`config.mk`:
```
export PLATFORM = sky130hd
export DESIGN_NAME = alu_share_arb_flat
export DESIGN_NICKNAME = d
export VERILOG_FILES = /design/src/rtl/alu_share_arb_if.sv /design/src/rtl/alu_share_arb.sv /design/src/flat_wrapper.sv
export SDC_FILE = /design/constraint.sdc
export NUM_CORES = 1
export LEC_CHECK = 0
export ABC_AREA = 0
export BUFFER_PORTS_ARGS = -buffer_cell sky130_fd_sc_hd__buf_2
export CAP_MARGIN = 5
export CORE_AREA = 2 2 112 114
export CTS_CLUSTER_SIZE = 16
export DETAILED_ROUTE_END_ITERATION = 16
export DIE_AREA = 0 0 114 116
export PLACE_DENSITY_LB_ADDON = 0.08
export SYNTH_ARGS = -nofsm -noshare
export SYNTH_HDL_FRONTEND = slang
export SYNTH_SLANG_ARGS = --single-unit
```
`constraint.sdc`:
```
create_clock -name clk_i -period 1.9 [get_ports clk_i]
set_clock_uncertainty 0.05 [all_clocks]
set_input_delay 0.38 -clock clk_i [delete_from_list [all_inputs] [get_ports clk_i]]
set_output_delay 0.38 -clock clk_i [all_outputs]
set_load 0.02 [all_outputs]
```
`src/rtl/alu_share_arb_if.sv`:
```
// Request/response bundle between the two ALU requesters and alu_share_arb.
// Bit i of each 2-bit vector belongs to requester i (0 = EX stage, 1 = branch helper).
interface alu_share_arb_if #(
  parameter int unsigned WIDTH   = 32,
  parameter int unsigned FUNCT_W = 6
);
  logic [1:0]         req_valid;
  logic [1:0]         req_ready;
  logic [WIDTH-1:0]   req_in1_0;
  logic [WIDTH-1:0]   req_in1_1;
  logic [WIDTH-1:0]   req_in2_0;
  logic [WIDTH-1:0]   req_in2_1;
  logic [FUNCT_W-1:0] req_funct_0;
  logic [FUNCT_W-1:0] req_funct_1;
  logic               req_sign_0;
  logic               req_sign_1;
  logic [1:0]         rsp_valid;
  logic [1:0]         rsp_ready;
  logic [WIDTH-1:0]   rsp_data;

  modport master (
    output req_valid, req_in1_0, req_in1_1, req_in2_0, req_in2_1,
           req_funct_0, req_funct_1, req_sign_0, req_sign_1, rsp_ready,
    input  req_ready, rsp_valid, rsp_data
  );

  modport slave (
    input  req_valid, req_in1_0, req_in1_1, req_in2_0, req_in2_1,
           req_funct_0, req_funct_1, req_sign_0, req_sign_1, rsp_ready,
    output req_ready, rsp_valid, rsp_data
  );
endinterface

```
`src/rtl/alu_share_arb.sv`:
```
// Shares one combinational ALU between two requesters, one op in flight at a time.
// Define ALU_SHARE_FIXED_PRIO_EN for fixed priority (requester 0 wins) instead of round-robin.
module alu_share_arb #(
  parameter int unsigned WIDTH   = 32,
  parameter int unsigned FUNCT_W = 6
) (
  input  logic               clk_i,
  input  logic               rst_ni,
  alu_share_arb_if.slave     bus,
  output logic [WIDTH-1:0]   alu_in1_o,
  output logic [WIDTH-1:0]   alu_in2_o,
  output logic [FUNCT_W-1:0] alu_funct_o,
  output logic               alu_sign_o,
  input  logic [WIDTH-1:0]   alu_out_i,
  output logic               busy_o
);

  typedef enum logic [1:0] {StIdle, StExec, StResp} state_e;

  state_e             state_q, state_d;
  logic               owner_q, owner_d;
  logic [WIDTH-1:0]   in1_q, in1_d;
  logic [WIDTH-1:0]   in2_q, in2_d;
  logic [FUNCT_W-1:0] funct_q, funct_d;
  logic               sign_q, sign_d;
  logic [WIDTH-1:0]   rsp_data_q, rsp_data_d;
  logic [1:0]         req_ready;
  logic [1:0]         rsp_valid;
  logic               any_valid;
  logic               winner;

`ifndef ALU_SHARE_FIXED_PRIO_EN
  logic rr_ptr_q, rr_ptr_d;
`endif

  // Winner is only meaningful when any_valid is set.
  always_comb begin
    any_valid = |bus.req_valid;
`ifdef ALU_SHARE_FIXED_PRIO_EN
    winner = ~bus.req_valid[0];
`else
    if (&bus.req_valid) begin
      winner = rr_ptr_q;
    end else begin
      winner = ~bus.req_valid[0];
    end
`endif
  end

  always_comb begin
    state_d    = state_q;
    owner_d    = owner_q;
    in1_d      = in1_q;
    in2_d      = in2_q;
    funct_d    = funct_q;
    sign_d     = sign_q;
    rsp_data_d = rsp_data_q;
    req_ready  = 2'b00;
    rsp_valid  = 2'b00;
`ifndef ALU_SHARE_FIXED_PRIO_EN
    rr_ptr_d   = rr_ptr_q;
`endif
    unique case (state_q)
      StIdle: begin
        if (any_valid) begin
          req_ready[winner] = 1'b1;
          owner_d           = winner;
          in1_d             = winner ? bus.req_in1_1   : bus.req_in1_0;
          in2_d             = winner ? bus.req_in2_1   : bus.req_in2_0;
          funct_d           = winner ? bus.req_funct_1 : bus.req_funct_0;
          sign_d            = winner ? bus.req_sign_1  : bus.req_sign_0;
          state_d           = StExec;
`ifndef ALU_SHARE_FIXED_PRIO_EN
          rr_ptr_d          = ~winner;
`endif
        end
      end
      StExec: begin
        rsp_data_d = alu_out_i;
        state_d    = StResp;
      end
      StResp: begin
        rsp_valid[owner_q] = 1'b1;
        if (bus.rsp_ready[owner_q]) begin
          state_d = StIdle;
        end
      end
      default: state_d = StIdle;
    endcase
  end

  always_ff @(posedge clk_i or negedge rst_ni) begin
    if (!rst_ni) begin
      state_q    <= StIdle;
      owner_q    <= 1'b0;
      in1_q      <= '0;
      in2_q      <= '0;
      funct_q    <= '0;
      sign_q     <= 1'b0;
      rsp_data_q <= '0;
`ifndef ALU_SHARE_FIXED_PRIO_EN
      rr_ptr_q   <= 1'b0;
`endif
    end else begin
      state_q    <= state_d;
      owner_q    <= owner_d;
      in1_q      <= in1_d;
      in2_q      <= in2_d;
      funct_q    <= funct_d;
      sign_q     <= sign_d;
      rsp_data_q <= rsp_data_d;
`ifndef ALU_SHARE_FIXED_PRIO_EN
      rr_ptr_q   <= rr_ptr_d;
`endif
    end
  end

  // Operand registers hold between grants, so the ALU inputs only move on a grant.
  assign alu_in1_o     = in1_q;
  assign alu_in2_o     = in2_q;
  assign alu_funct_o   = funct_q;
  assign alu_sign_o    = sign_q;
  assign bus.req_ready = req_ready;
  assign bus.rsp_valid = rsp_valid;
  assign bus.rsp_data  = rsp_data_q;
  assign busy_o        = (state_q != StIdle);

endmodule

```
`src/flat_wrapper.sv`:
```
// flat-port wrapper written by rule: the top's interface ports become plain ports
module alu_share_arb_flat 
#(
  parameter int unsigned WIDTH   = 32,
  parameter int unsigned FUNCT_W = 6
)
  (clk_i, rst_ni, alu_in1_o, alu_in2_o, alu_funct_o, alu_sign_o, alu_out_i, busy_o, bus_req_valid, bus_req_in1_0, bus_req_in1_1, bus_req_in2_0, bus_req_in2_1, bus_req_funct_0, bus_req_funct_1, bus_req_sign_0, bus_req_sign_1, bus_rsp_ready, bus_req_ready, bus_rsp_valid, bus_rsp_data);
  alu_share_arb_if #(.WIDTH(WIDTH), .FUNCT_W(FUNCT_W)) bus_i ();
  input  logic clk_i;
  input  logic rst_ni;
  output logic [WIDTH-1:0] alu_in1_o;
  output logic [WIDTH-1:0] alu_in2_o;
  output logic [FUNCT_W-1:0] alu_funct_o;
  output logic alu_sign_o;
  input  logic [WIDTH-1:0] alu_out_i;
  output logic busy_o;
  input wire logic [$bits(bus_i.req_valid)-1:0] bus_req_valid;
  input wire logic [$bits(bus_i.req_in1_0)-1:0] bus_req_in1_0;
  input wire logic [$bits(bus_i.req_in1_1)-1:0] bus_req_in1_1;
  input wire logic [$bits(bus_i.req_in2_0)-1:0] bus_req_in2_0;
  input wire logic [$bits(bus_i.req_in2_1)-1:0] bus_req_in2_1;
  input wire logic [$bits(bus_i.req_funct_0)-1:0] bus_req_funct_0;
  input wire logic [$bits(bus_i.req_funct_1)-1:0] bus_req_funct_1;
  input wire logic [$bits(bus_i.req_sign_0)-1:0] bus_req_sign_0;
  input wire logic [$bits(bus_i.req_sign_1)-1:0] bus_req_sign_1;
  input wire logic [$bits(bus_i.rsp_ready)-1:0] bus_rsp_ready;
  output wire logic [$bits(bus_i.req_ready)-1:0] bus_req_ready;
  output wire logic [$bits(bus_i.rsp_valid)-1:0] bus_rsp_valid;
  output wire logic [$bits(bus_i.rsp_data)-1:0] bus_rsp_data;
  assign bus_i.req_valid = bus_req_valid;
  assign bus_i.req_in1_0 = bus_req_in1_0;
  assign bus_i.req_in1_1 = bus_req_in1_1;
  assign bus_i.req_in2_0 = bus_req_in2_0;
  assign bus_i.req_in2_1 = bus_req_in2_1;
  assign bus_i.req_funct_0 = bus_req_funct_0;
  assign bus_i.req_funct_1 = bus_req_funct_1;
  assign bus_i.req_sign_0 = bus_req_sign_0;
  assign bus_i.req_sign_1 = bus_req_sign_1;
  assign bus_i.rsp_ready = bus_rsp_ready;
  assign bus_req_ready = bus_i.req_ready;
  assign bus_rsp_valid = bus_i.rsp_valid;
  assign bus_rsp_data = bus_i.rsp_data;
  alu_share_arb #(.WIDTH(WIDTH), .FUNCT_W(FUNCT_W)) u_core (.clk_i(clk_i), .rst_ni(rst_ni), .bus(bus_i), .alu_in1_o(alu_in1_o), .alu_in2_o(alu_in2_o), .alu_funct_o(alu_funct_o), .alu_sign_o(alu_sign_o), .alu_out_i(alu_out_i), .busy_o(busy_o));
endmodule
```
Word level (Yosys, flattened, before mapping)
Index checks and enable logic that the tools add are counted.
{"block": "word_totals", "in_bits": 180, "output_inout_bits": 108, "ff_bits": 107, "elab_cells": 43}
{"block": "classes", "reduce_logical": 8, "bitwise_logic": 2, "n_mux": 17, "eq_ne": 4, "order_cmp": 4}
{"op": "$mux 32", "count": 2}
{"op": "$mux 2", "count": 5}
{"op": "$mux 1", "count": 6}
{"op": "$mux 6", "count": 1}
{"op": "$pmux 2 s3", "count": 1}
{"op": "$reduce_and 2->1", "count": 3}
{"op": "$lt 1x2->1 const B", "count": 2}
{"op": "$ne 2x1->1 const B", "count": 2}
{"op": "$demux 1 s1", "count": 2}
{"op": "$eq 2x1->1 const B", "count": 1}
{"op": "$eq 2x2->1 const B", "count": 1}
{"op": "$ge 1x1->1 const B", "count": 2}
{"op": "$logic_and 1x1->1", "count": 2}
{"op": "$logic_not 2->1", "count": 1}
{"op": "$not 1->1", "count": 2}
{"op": "$reduce_bool 2->1", "count": 1}
{"op": "$reduce_or 2->1", "count": 1}

Logic depth before layout (Yosys ltp)
{"block": "logic_depth", "word_depth": 8, "ltp_mapped": 6}

Worst setup path before layout
Ideal clock, no wire load.
{"block": "synth_path", "kind": "register to output", "from": "register u_core.state_q[1]", "to": "output bus_req_ready[1]", "n_path_buf": 1, "path_stages_with_launch": 5, "required_ps": 1470, "path_slack_ps": 390, "arrival_time_ps": 1080, "path_cell_list": "dfrtp_1 nor2_2 inv_1 buf_2 nor2_1"}
{"block": "synth_via", "elab_chain_cells": 2}
{"item": "start, declared", "line": "alu_share_arb.sv:20", "rtl": "state_e state_q, state_d;"}
{"item": "start signal, assigned", "line": "alu_share_arb.sv:94", "rtl": "state_q <= StIdle;"}
{"item": "start signal, assigned", "line": "alu_share_arb.sv:105", "rtl": "state_q <= state_d;"}
{"item": "$logic_not 2->1", "line": "alu_share_arb.sv:63", "rtl": "unique case (state_q)"}
{"item": "$mux 2", "line": "alu_share_arb.sv:63"}
{"item": "end, declared", "line": "flat_wrapper.sv:27", "rtl": "output wire logic [$bits(bus_i.req_ready)-1:0] bus_req_ready;"}
Every way passes these cells.

Worst setup path in the final report
{"block": "layout_path", "from": "register u_core.state_q[1]", "to": "output bus_req_ready[0]"}
The elaborated chain is that of the path after synthesis.

==> run_results.csv <==
group,metric,value,unit
run_status,status,"finished clean",
detailed_routing,top_layer,"met4",
grt,grt_pass1_vias,4276,
timing,hold-worst-slack,29.0,ps
die,core,0.0119,mm2
power,irDropWorstVdd,744,uV
layout,drive_above_1_share,51.9,%
layout,final_common_cell,"buf_2",
detailed_routing,drtPass1Iterations,4,
timing,slew_headroom,60.4,%
detailed_routing,wl_met3,1090,um
worst_setup_path,critPathArrivalTime,1400,ps
synth,ys_types,19,
detailed_routing,first_iter_violations,355,
synth,synth_seq_area_share,56.6,%
placement,gp_congestion,0.801,
cts,clk_latency,340,ps
detailed_routing,ant_nets,0,
cts,clk_pin_slew,70,ps
detailed_routing,wirelength,14800,um
worst_setup_path,critPathLaunchType,"register",
die,rows,40,
placement,portBuffers,287,
synth,synth_seq_cells,107,
min_path,hp-class,"primary input to asynchronous set/reset pin",
layout,final_cell_mix,"buf_2, dfrtp_1, nand2_1",
worst_setup_path,worstReg2RegStart,"u_core.rr_ptr_q$_DFFE_PN0P_",
layout,synthToLayoutAreaGrowth,40.3,%
timing,maxSlewViolCount,0,
grt,antenna_found_initial,1,
worst_setup_path,setup.worst_path.start,"u_core.state_q[1]$_DFFE_PN0P_",
synth,netlist_instances,413,
worst_setup_path,cp-end-kind,"output port",
detailed_routing,wl_met2,6970,um
placement,pre_cts_slack,284,ps
detailed_routing,via_per_inst,5.32,
timing,period_share,96.4,%
cts,cts_tree,"yes",
die,die-height,116,um
power,p_per_area,1800,mW/mm2
layout,finalNonFillerCells,840,
die,io_pins,288,
cts,cts_made_buffers,9,
timing,fmax,546,MHz
layout,final_util,55.7,%
detailed_routing,drc_errors,0,
timing,setup_violations,0,
timing,period_needed,1830,ps
detailed_routing,vias,4465,
cts,htreeDepth,3,
die,die_width,114,um
power,p_leak,3.39,nW
synth,syn-num-nets,593,
timing,setup_tns,0,ps
grt,globalRouteTotalUtil,21.3,%
timing,hold_viol,0,
worst_setup_path,crit_required,1470,ps
grt,overflow,0,
grt,grt_max_degree,108,
cts,clkSinkCount,107,
die,start_util,39.7,%
synth,synth.avg_cell_area,11.5,um2
cts,cts-root-buf,"clkbuf_16",
grt,grt_pass1_wl,22000,um
placement,placed_cells,820,
timing,setup_ws,68.1,ps
synth,synth.cell_area,0.00473,mm2
worst_setup_path,critPathKind,"register to output port",
die,die_area,0.0132,mm2
layout,nets,867,
timing,worst_pin_slew,595,ps
layout,fillers,1069,
worst_setup_path,cp_max_fo,8,
flow_run,cap_viol_max_count,0,
cts,clockBufferDepth,2,
detailed_routing,wl_per_cell,17.7,um
timing,rsz0062_at_grt,"false",
placement,dp_hpwl,10600,um
synth,ys_warn_count,0,
detailed_routing,m1WireLength,6370,um
[per-layer routing]
layer / up-vias / global-route usage (%)
met1: 2097 / 28.2
met3: 33 / 4.03
li1: 2091 / -
met5: - / 0
met2: 244 / 34.4
met4: 0 / 9.59
[flip-flops by register name, summed over array words and instances (netlist names)]
signal               flops
u_core.alu_funct_o       6
u_core.alu_in1_o        32
u_core.alu_in2_o        32
u_core.alu_sign_o        1
u_core.bus.rsp_data     32
u_core.owner_q           1
u_core.rr_ptr_q          1
u_core.state_q           2
[worst max-delay path: stages, from the launching register on]
cell	delay, ps
dfrtp_1	420
nor2_4	200
and3_4	270
buf_2	180
[cells in the mapped netlist]
| library cell | count | area (um2) |
|---|---|---|
| nor2_2 | 1 | 6.26 |
| nor3_1 | 71 | 355 |
| nand2_1 | 72 | 270 |
| and3_1 | 1 | 6.26 |
| nor2b_1 | 1 | 6.26 |
| inv_1 | 3 | 11.3 |
| clkbuf_1 | 7 | 26.3 |
| o22ai_1 | 1 | 6.26 |
| mux2_2 | 33 | 372 |
| a21o_1 | 1 | 7.51 |
| dfrtp_1 | 107 | 2680 |
| nor2_1 | 3 | 11.3 |
| buf_2 | 27 | 135 |
| o21ai_0 | 1 | 5.00 |
| buf_6 | 8 | 90.1 |
| o21ai_2 | 1 | 8.76 |
| buf_4 | 1 | 7.51 |
| a221o_1 | 71 | 711 |
| nand2b_1 | 3 | 18.8 |
[power breakdown]
part / internal [W] / total [W] / switching (W)
combinational: 0.00251 / 0.00605 / 0.00354
sequential: 0.00342 / 0.00405 / 0.000635
clock: 0.00103 / 0.00186 / 0.000834
[layout make-up]
class                   count  area, um2  area share (%)
clock inverters             6       65.1           0.980
clock buffers              10        229            3.45
well taps                 147        184            2.77
multi-input cells         260       1810            27.3
repair buffers            306       1660            25.0
diodes                      1       2.50          0.0377
inverters                   3       13.8           0.207
flip-flops and latches    107       2680            40.3
[logic make-up (layout without fill, tap and decap cells)]
family	Yosys count	in the layout	synth area share [%]
multiplexers	33	33	7.85
buffers and inverters	46	325	5.71
other	0	1	0
flip-flops	107	107	56.6
AND/OR/NAND/NOR	152	152	14.3
AO/OA/AOI/OAI	75	75	15.6
[path summary, 6_finish.rpt]
kind,cells past startpoint,slack (ps),endpoint
hold / removal,2,30,u_core.alu_in1_o[21]$_DFFE_PN0P_
hold reg to reg,1,450,u_core.bus.rsp_data[8]$_DFFE_PN0N_
setup reg to reg,5,320,u_core.alu_in2_o[8]$_DFFE_PN0P_
min in group clk_i,2,210,u_core.bus.rsp_data[30]$_DFFE_PN0N_
setup / recovery,3,70,bus_req_ready[0]
max in group asynchronous,2,1290,u_core.alu_in1_o[17]$_DFFE_PN0P_
[what timing repair did]
item / CTS / global route
endpoints found under the hold margin: 0 / 0
gates resized for setup: 2 / 1
hold buffers: 0 / 0
pin swaps: 0 / 1
buffers inserted: 0 / 3
endpoints found under the setup margin: 2 / 2
[metrics by stage]
step                      power (W)  area [um2]
final                        0.0120        6640
after detailed placement     0.0101        6310
after global placement      0.00999        6310
after global routing         0.0126        6640
after CTS                    0.0120        6610
after floorplan             0.00800        4730
No activity file was read; power rests on OpenSTA's default activity.
